## src/rtl/serial_add_pkg.sv

```systemverilog
// -----------------------------------------------------------------------------
// serial_add_pkg
// Shared types and constants for the digit-serial adder controller.
//   sadd_state_e  : controller FSM states (idle / running / result held)
//   SADD_DIGIT_W  : number of sum bits produced per clock by the adder slice
// -----------------------------------------------------------------------------
package serial_add_pkg;

   typedef enum logic [1:0] {S_IDLE, S_RUN, S_DONE} sadd_state_e;

   localparam int SADD_DIGIT_W = 2;

endpackage

```

## src/rtl/two_bit_adder.sv

```systemverilog
// -----------------------------------------------------------------------------
// two_bit_adder
// Purely combinational 2-bit ripple-carry adder slice.
// Ports:
//   A, B   : 2-bit addends
//   C_in   : carry into bit 0
//   Sum    : 2-bit sum
//   C_out  : carry out of bit 1
// -----------------------------------------------------------------------------
module two_bit_adder (
   input  logic [1:0] A,
   input  logic [1:0] B,
   input  logic       C_in,
   output logic [1:0] Sum,
   output logic       C_out
);

   // carry[gi] is the carry into bit gi
   logic [2:0] carry;
   genvar gi;

   assign carry[0] = C_in;

   generate
      for (gi = 0; gi < 2; gi++) begin : g_fa
         assign Sum[gi]     = A[gi] ^ B[gi] ^ carry[gi];
         assign carry[gi+1] = (A[gi] & B[gi]) | (carry[gi] & (A[gi] ^ B[gi]));
      end
   endgenerate

   assign C_out = carry[2];

endmodule

```

## src/rtl/serial_add_ctrl.sv

```systemverilog
// -----------------------------------------------------------------------------
// serial_add_ctrl
// Area-reduced WIDTH-bit adder: computes A + B + Cin by reusing one 2-bit
// adder slice, least-significant digit first, over WIDTH/2 clock cycles.
//
// Ports:
//   i_clk, i_rst      : clock, synchronous active-high reset
//   i_valid / o_ready : request handshake (accepted only in IDLE)
//   i_a, i_b, i_cin   : operands, sampled at the acceptance edge only
//   o_valid / i_ready : result handshake (result held until i_ready)
//   o_sum, o_cout     : WIDTH-bit sum and carry-out, zero unless o_valid
//   o_busy            : high while an operation is running or being held
//   o_ovf             : signed overflow flag, only when SERIAL_ADD_OVF_EN
//                       is defined
//
// Optional feature macro: SERIAL_ADD_OVF_EN
// -----------------------------------------------------------------------------
module serial_add_ctrl
   import serial_add_pkg::*;
#(
   parameter int WIDTH = 32
) (
   input  logic             i_clk,
   input  logic             i_rst,
   input  logic             i_valid,
   output logic             o_ready,
   input  logic [WIDTH-1:0] i_a,
   input  logic [WIDTH-1:0] i_b,
   input  logic             i_cin,
   output logic             o_valid,
   input  logic             i_ready,
   output logic [WIDTH-1:0] o_sum,
   output logic             o_cout,
   output logic             o_busy
`ifdef SERIAL_ADD_OVF_EN
   ,
   output logic             o_ovf
`endif
);

   localparam int CNT_W  = $clog2(WIDTH / 2) + 1;
   localparam int N_DIG  = WIDTH / SADD_DIGIT_W;
   localparam logic [CNT_W-1:0] LAST_DIG = CNT_W'(N_DIG - 1);

   generate
      if ((WIDTH % 2) != 0 || WIDTH < 4) begin : g_bad_width
         $error("serial_add_ctrl: WIDTH must be even and >= 4");
      end
   endgenerate

   sadd_state_e               state_reg;
   logic [WIDTH-1:0]          a_sr;
   logic [WIDTH-1:0]          b_sr;
   logic [WIDTH-1:0]          sum_sr;
   logic                      carry_reg;
   logic [CNT_W-1:0]          cnt_reg;
   logic                      ready_reg;
   logic                      valid_reg;
   logic                      busy_reg;

   logic [SADD_DIGIT_W-1:0]   slice_sum;
   logic                      slice_cout;

   // The single shared slice always works on the low digit of the operand
   // shift registers; the FSM decides whether its result is captured.
   two_bit_adder u_slice (
      .A     (a_sr[SADD_DIGIT_W-1:0]),
      .B     (b_sr[SADD_DIGIT_W-1:0]),
      .C_in  (carry_reg),
      .Sum   (slice_sum),
      .C_out (slice_cout)
   );

`ifdef SERIAL_ADD_OVF_EN
   logic a_msb_reg;
   logic b_msb_reg;
`endif

   always_ff @(posedge i_clk) begin
      if (i_rst) begin
         state_reg <= S_IDLE;
         a_sr      <= '0;
         b_sr      <= '0;
         sum_sr    <= '0;
         carry_reg <= 1'b0;
         cnt_reg   <= '0;
         ready_reg <= 1'b1;
         valid_reg <= 1'b0;
         busy_reg  <= 1'b0;
`ifdef SERIAL_ADD_OVF_EN
         a_msb_reg <= 1'b0;
         b_msb_reg <= 1'b0;
`endif
      end else begin
         unique case (state_reg)
            S_IDLE: begin
               if (i_valid) begin
                  a_sr      <= i_a;
                  b_sr      <= i_b;
                  carry_reg <= i_cin;
                  cnt_reg   <= '0;
                  state_reg <= S_RUN;
                  ready_reg <= 1'b0;
                  busy_reg  <= 1'b1;
`ifdef SERIAL_ADD_OVF_EN
                  a_msb_reg <= i_a[WIDTH-1];
                  b_msb_reg <= i_b[WIDTH-1];
`endif
               end
            end
            S_RUN: begin
               // Operands drain from the bottom, sum digits fill from the
               // top, so after N_DIG steps sum_sr is in natural bit order.
               a_sr      <= {{SADD_DIGIT_W{1'b0}}, a_sr[WIDTH-1:SADD_DIGIT_W]};
               b_sr      <= {{SADD_DIGIT_W{1'b0}}, b_sr[WIDTH-1:SADD_DIGIT_W]};
               sum_sr    <= {slice_sum, sum_sr[WIDTH-1:SADD_DIGIT_W]};
               carry_reg <= slice_cout;
               cnt_reg   <= cnt_reg + CNT_W'(1);
               if (cnt_reg == LAST_DIG) begin
                  state_reg <= S_DONE;
                  valid_reg <= 1'b1;
               end
            end
            S_DONE: begin
               if (i_ready) begin
                  state_reg <= S_IDLE;
                  valid_reg <= 1'b0;
                  busy_reg  <= 1'b0;
                  ready_reg <= 1'b1;
               end
            end
            default: begin
               state_reg <= S_IDLE;
               valid_reg <= 1'b0;
               busy_reg  <= 1'b0;
               ready_reg <= 1'b1;
            end
         endcase
      end
   end

   assign o_ready = ready_reg;
   assign o_valid = valid_reg;
   assign o_busy  = busy_reg;
   // Result lines read as zero whenever no result is being offered.
   assign o_sum   = valid_reg ? sum_sr : '0;
   assign o_cout  = valid_reg & carry_reg;

`ifdef SERIAL_ADD_OVF_EN
   assign o_ovf = valid_reg && (a_msb_reg == b_msb_reg) && (sum_sr[WIDTH-1] != a_msb_reg);
`endif

endmodule
```

## config.mk

```make
export PLATFORM = sky130hd
export DESIGN_NAME = serial_add_ctrl
export DESIGN_NICKNAME = d
export VERILOG_FILES = /design/src/rtl/serial_add_pkg.sv /design/src/rtl/two_bit_adder.sv /design/src/rtl/serial_add_ctrl.sv
export SDC_FILE = /design/constraint.sdc
export NUM_CORES = 1
export LEC_CHECK = 0
export BUFFER_PORTS_ARGS = -buffer_cell sky130_fd_sc_hd__buf_2
export CORE_ASPECT_RATIO = 0.7
export CORE_MARGIN = 2
export CORE_UTILIZATION = 49
export DETAILED_ROUTE_END_ITERATION = 8
export PLACE_DENSITY = 0.81
export SYNTH_ARGS = -nofsm -noshare
export SYNTH_HDL_FRONTEND = slang
export SYNTH_SLANG_ARGS = --single-unit
```

## constraint.sdc

```tcl
create_clock -name i_clk -period 1.59 [get_ports i_clk]
set_input_delay 0.159 -clock i_clk [delete_from_list [all_inputs] [get_ports i_clk]]
set_output_delay 0.159 -clock i_clk [all_outputs]
set_load 0.02 [all_outputs]
```

==> results.md <==
- Clock slew at the register clock pins of the worst setup and hold paths: roughly 70 ps
- Startpoint of the lowest-slack hold path: i_b[31]
- Slew @ Worst Pin: 583 ps
- Most used cells in the layout excluding fill and tap cells: sky130_fd_sc_hd__nor2_1, sky130_fd_sc_hd__dfxtp_1, sky130_fd_sc_hd__buf_2
- Number of I/O pins: 105
- Share of post-route cells with drive strength above 1: between 20% and 30%
- Synth Area in Simple Gates: 20.6%
- Critical Path End Type: flop
- Max-capacitance violation count: 0
- Post-synthesis share of cell area spent on full adders, half adders and majority gates: 1.37%
- Switching fraction of total power: approximately a quarter
- Number of violations reported at the end of detailed-routing iteration 0: 391
- Worst ir drop on vdd: 538 uV
- Cell area after placement: 5370 sq um
- Largest net degree at the start of global routing: 62
- Clock tree root buffer cell: sky130_fd_sc_hd__clkbuf_16
- Final Instance Count excl. Fillers: 785
- Via count of the first global-routing pass: 3,994
- Die Width: 122 um
- Mean area per synthesized cell: 8.27 sq um
- Finished layout cell area: 5680 sq um
- Final Hold Slack: 74.5 ps
- Count of TritonRoute iterations in the first routing pass: 5
- Area overhead of the layout relative to synthesis: 19.3%
- Relative slew slack: just over 60%
- Clock latency on the worst-skew pair: 340 ps
- Number of instances in the placed design: between 700 and 800
- Antenna-violating nets left: 0
- Total vias in the final route: 4,242
- Total gr overflow: 0
- Routed via count divided by cell count: 5.40
- Required time worst endpoint: between 1500 and 2000 ps
- Critical path peak fanout: 2
- Setup repair after global routing missed its margin: yes
- Total power density per cell area: 1040 nW/um^2
- Final period utilization: a little over nine tenths
- Overall die height: 86.5 um
- Internal cell power: 4360 uW
- Most frequent standard cell in the layout excluding fill and tap cells: sky130_fd_sc_hd__nor2_1
- Crit path time final: 1540 ps
- Seq/Total Area, Yosys: 45.0%
- Registers with the highest flip-flop counts: a_sr x32, b_sr x32, sum_sr x32
- Overall die area: 10,500 sq um
- H-tree depth reported by CTS: 3
- Number of flip-flops and latches in the synthesized netlist: about 110
- Worst setup startpoint: a_sr[0]
- Clock tree from TritonCTS: done
- Inserted Clock Buffers: 9
- Leakage power: 0.00233 uW
- Wire length of the first global-routing pass: 18,200 um
- Buffers added on ports: 104
- Number of distinct library cells after synthesis: 35
- Netlist area before placement: ~4800 sq um
- Critical path launch point type: flop
- Worst min-delay path class: primary input to flop
- Aggregate routed wire length: around 11,000 um
- Final HPWL from detailed placement: ~7400 um
- Number of nets produced by synthesis: 649
- Flop pwr share: 50.2%
- Antenna cell count: 0
- Achievable frequency: 0.650 GHz
- Parity-gate share of the synthesized area counting xor and xnor cells: 0%
- Final RePlAce weighted congestion: a little under 0.8
- Sw Pwr: about 1500 uW
- Compound-Gate Fraction of Synth Area: a little over a quarter
- Number of antenna violations at the first check in global routing: 0
- Total number of yosys warnings: 0
- Arrival @ worst endpoint: around 1800 ps
- Cells after Synth: 576
- Initial cell density of the core: 49.8%
- Beginning of the worst register-to-register path: a_sr[0]
- Hold Vio Cnt, Final: 0
- Number of buffers inserted for hold repair after clock tree synthesis: 0
- Status: finished clean
- Core area: 9570 sq um
- Num Clock Sinks: 107
- Count of unresolved DRC violations after routing: 0
- Combinational family with the most area after synthesis: compound AO/OA/AOI/OAI gates
- Number of pins exceeding their max-slew limit in the final report: 0
- WL per Instance: around 14 um
- Final setup skew: 6.58 ps
- Cell depth of the worst hold path: 3
- Bufs on Longest Clock Path: 2
- Path type of the worst setup path: flop to flop
- Proportion of synthesized area in mux cells: less than 1%
- # nets final: 725
- Part of the power in the clock network: between 30% and 40%
- Total setup violations reported at the end of the flow: 0
- Logic depth of the worst register-to-register path: 6
- Total routing usage reported by global routing: 21.5%
- Combinational share of power: 13.6%
- Number of rows created at floorplan: 30
[what timing repair did]
| action | in CTS | in global routing |
|---|---|---|
| endpoints found under the setup margin | 1 | 25 |
| cloned | 0 | 0 |
| setup buffers | 0 | 1 |
| pin swaps | 2 | 4 |
| resized for setup | 4 | 7 |
[cells by family (layout without fill, tap and decap cells)]
kind of cell / after synthesis / count (layout)
muxes: 1 / 1
buffers and inverters: 63 / 144
and+or+nand+nor: 230 / 230
AOI/OAI and AO/OA: 171 / 171
adders and majority gates: 4 / 4
DFF: 107 / 107
[power by group through the flow]
stage               Sequential (uW)  Combinational [uW]  Clock, uW
detailed placement             3020                 791          0
CTS                            2960                 797       2170
finish                         2970                 805       2130
global route                   2980                 901       2280
floorplan                      2990                 580          0
global placement               3010                 765          0
[through the flow]
step                      setup TNS, ps  utilization, %  worst slack (ps)  total power (uW)
after floorplan                       0               -              44.1              3570
after global placement                0            56.1              1.52              3780
after detailed placement          -42.2            56.1             -42.2              3810
after CTS                             0            59.1              12.6              5930
after global routing              -28.9            59.3             -28.9              6160
final                                 0            59.3              52.4              5900
[final timing paths]
kind         slack [ps]   endpoint
min                  70   b_sr[31]
max reg2reg          50  carry_reg
max                  50  carry_reg
min reg2reg         450  sum_sr[1]
[cell type report]
type                            count  area, sq um
Tap cell                          128          160
Timing Repair Buffer              120          726
Inverter                            8         30.0
Clock buffer                       11          253
Multi-Input combinational cell    406         2330
Clock inverter                      5         35.0
Sequential cell                   107         2150
Fill cell                         870         3890
[cell usage after synthesis]
cell	instances	area, sq um
sky130_fd_sc_hd__inv_2	2	7.51
sky130_fd_sc_hd__nor3b_2	1	12.5
sky130_fd_sc_hd__nor3b_1	1	7.51
sky130_fd_sc_hd__nor2_1	121	454
sky130_fd_sc_hd__buf_4	1	7.51
sky130_fd_sc_hd__dfxtp_1	107	2140
sky130_fd_sc_hd__nand2_1	64	240
sky130_fd_sc_hd__nor3_1	1	5.00
sky130_fd_sc_hd__buf_6	4	45.0
sky130_fd_sc_hd__and3_1	1	6.26
sky130_fd_sc_hd__a211oi_1	58	435
sky130_fd_sc_hd__and2b_1	1	7.51
sky130_fd_sc_hd__or3_1	2	12.5
sky130_fd_sc_hd__nor2b_1	1	6.26
sky130_fd_sc_hd__clkbuf_1	24	90.1
sky130_fd_sc_hd__and2_1	33	206
sky130_fd_sc_hd__buf_2	23	115
sky130_fd_sc_hd__o22ai_1	5	31.3
sky130_fd_sc_hd__o21bai_1	2	15.0
sky130_fd_sc_hd__nand3_1	2	10.0
sky130_fd_sc_hd__ha_1	2	25.0
sky130_fd_sc_hd__o211a_1	1	10.0
sky130_fd_sc_hd__mux2i_1	1	10.0
sky130_fd_sc_hd__buf_1	3	11.3
sky130_fd_sc_hd__a31oi_1	1	6.26
sky130_fd_sc_hd__a21oi_1	34	170
sky130_fd_sc_hd__fa_1	2	40.0
sky130_fd_sc_hd__o2bb2ai_1	55	482
sky130_fd_sc_hd__o21ai_0	3	15.0
sky130_fd_sc_hd__a22oi_1	5	37.5
sky130_fd_sc_hd__o21ba_2	1	10.0
sky130_fd_sc_hd__inv_1	6	22.5
sky130_fd_sc_hd__nand2b_1	2	12.5
sky130_fd_sc_hd__a221oi_1	5	43.8
sky130_fd_sc_hd__a2bb2oi_1	1	8.76
[per-layer routing]
| layer | vias up | track usage, % | part of all wire [%] |
|---|---|---|---|
| met3 | 11 | 6.38 | 5.0 |
| met5 | - | 0 | 0 |
| met1 | 1968 | 28.3 | 46 |
| met4 | 0 | 5.96 | 1.3 |
| li1 | 2163 | - | - |
| met2 | 100 | 34.5 | 47 |
[critical path, cell delays in order, from the launching register on]
cell and delay [ps]:
sky130_fd_sc_hd__dfxtp_2 320, sky130_fd_sc_hd__inv_2 40, sky130_fd_sc_hd__fa_2 390, sky130_fd_sc_hd__fa_2 350, sky130_fd_sc_hd__nand2_1 60, sky130_fd_sc_hd__o21ai_1 50, sky130_fd_sc_hd__a221oi_1 220
Note: power is estimated with default switching activity, not from simulation.
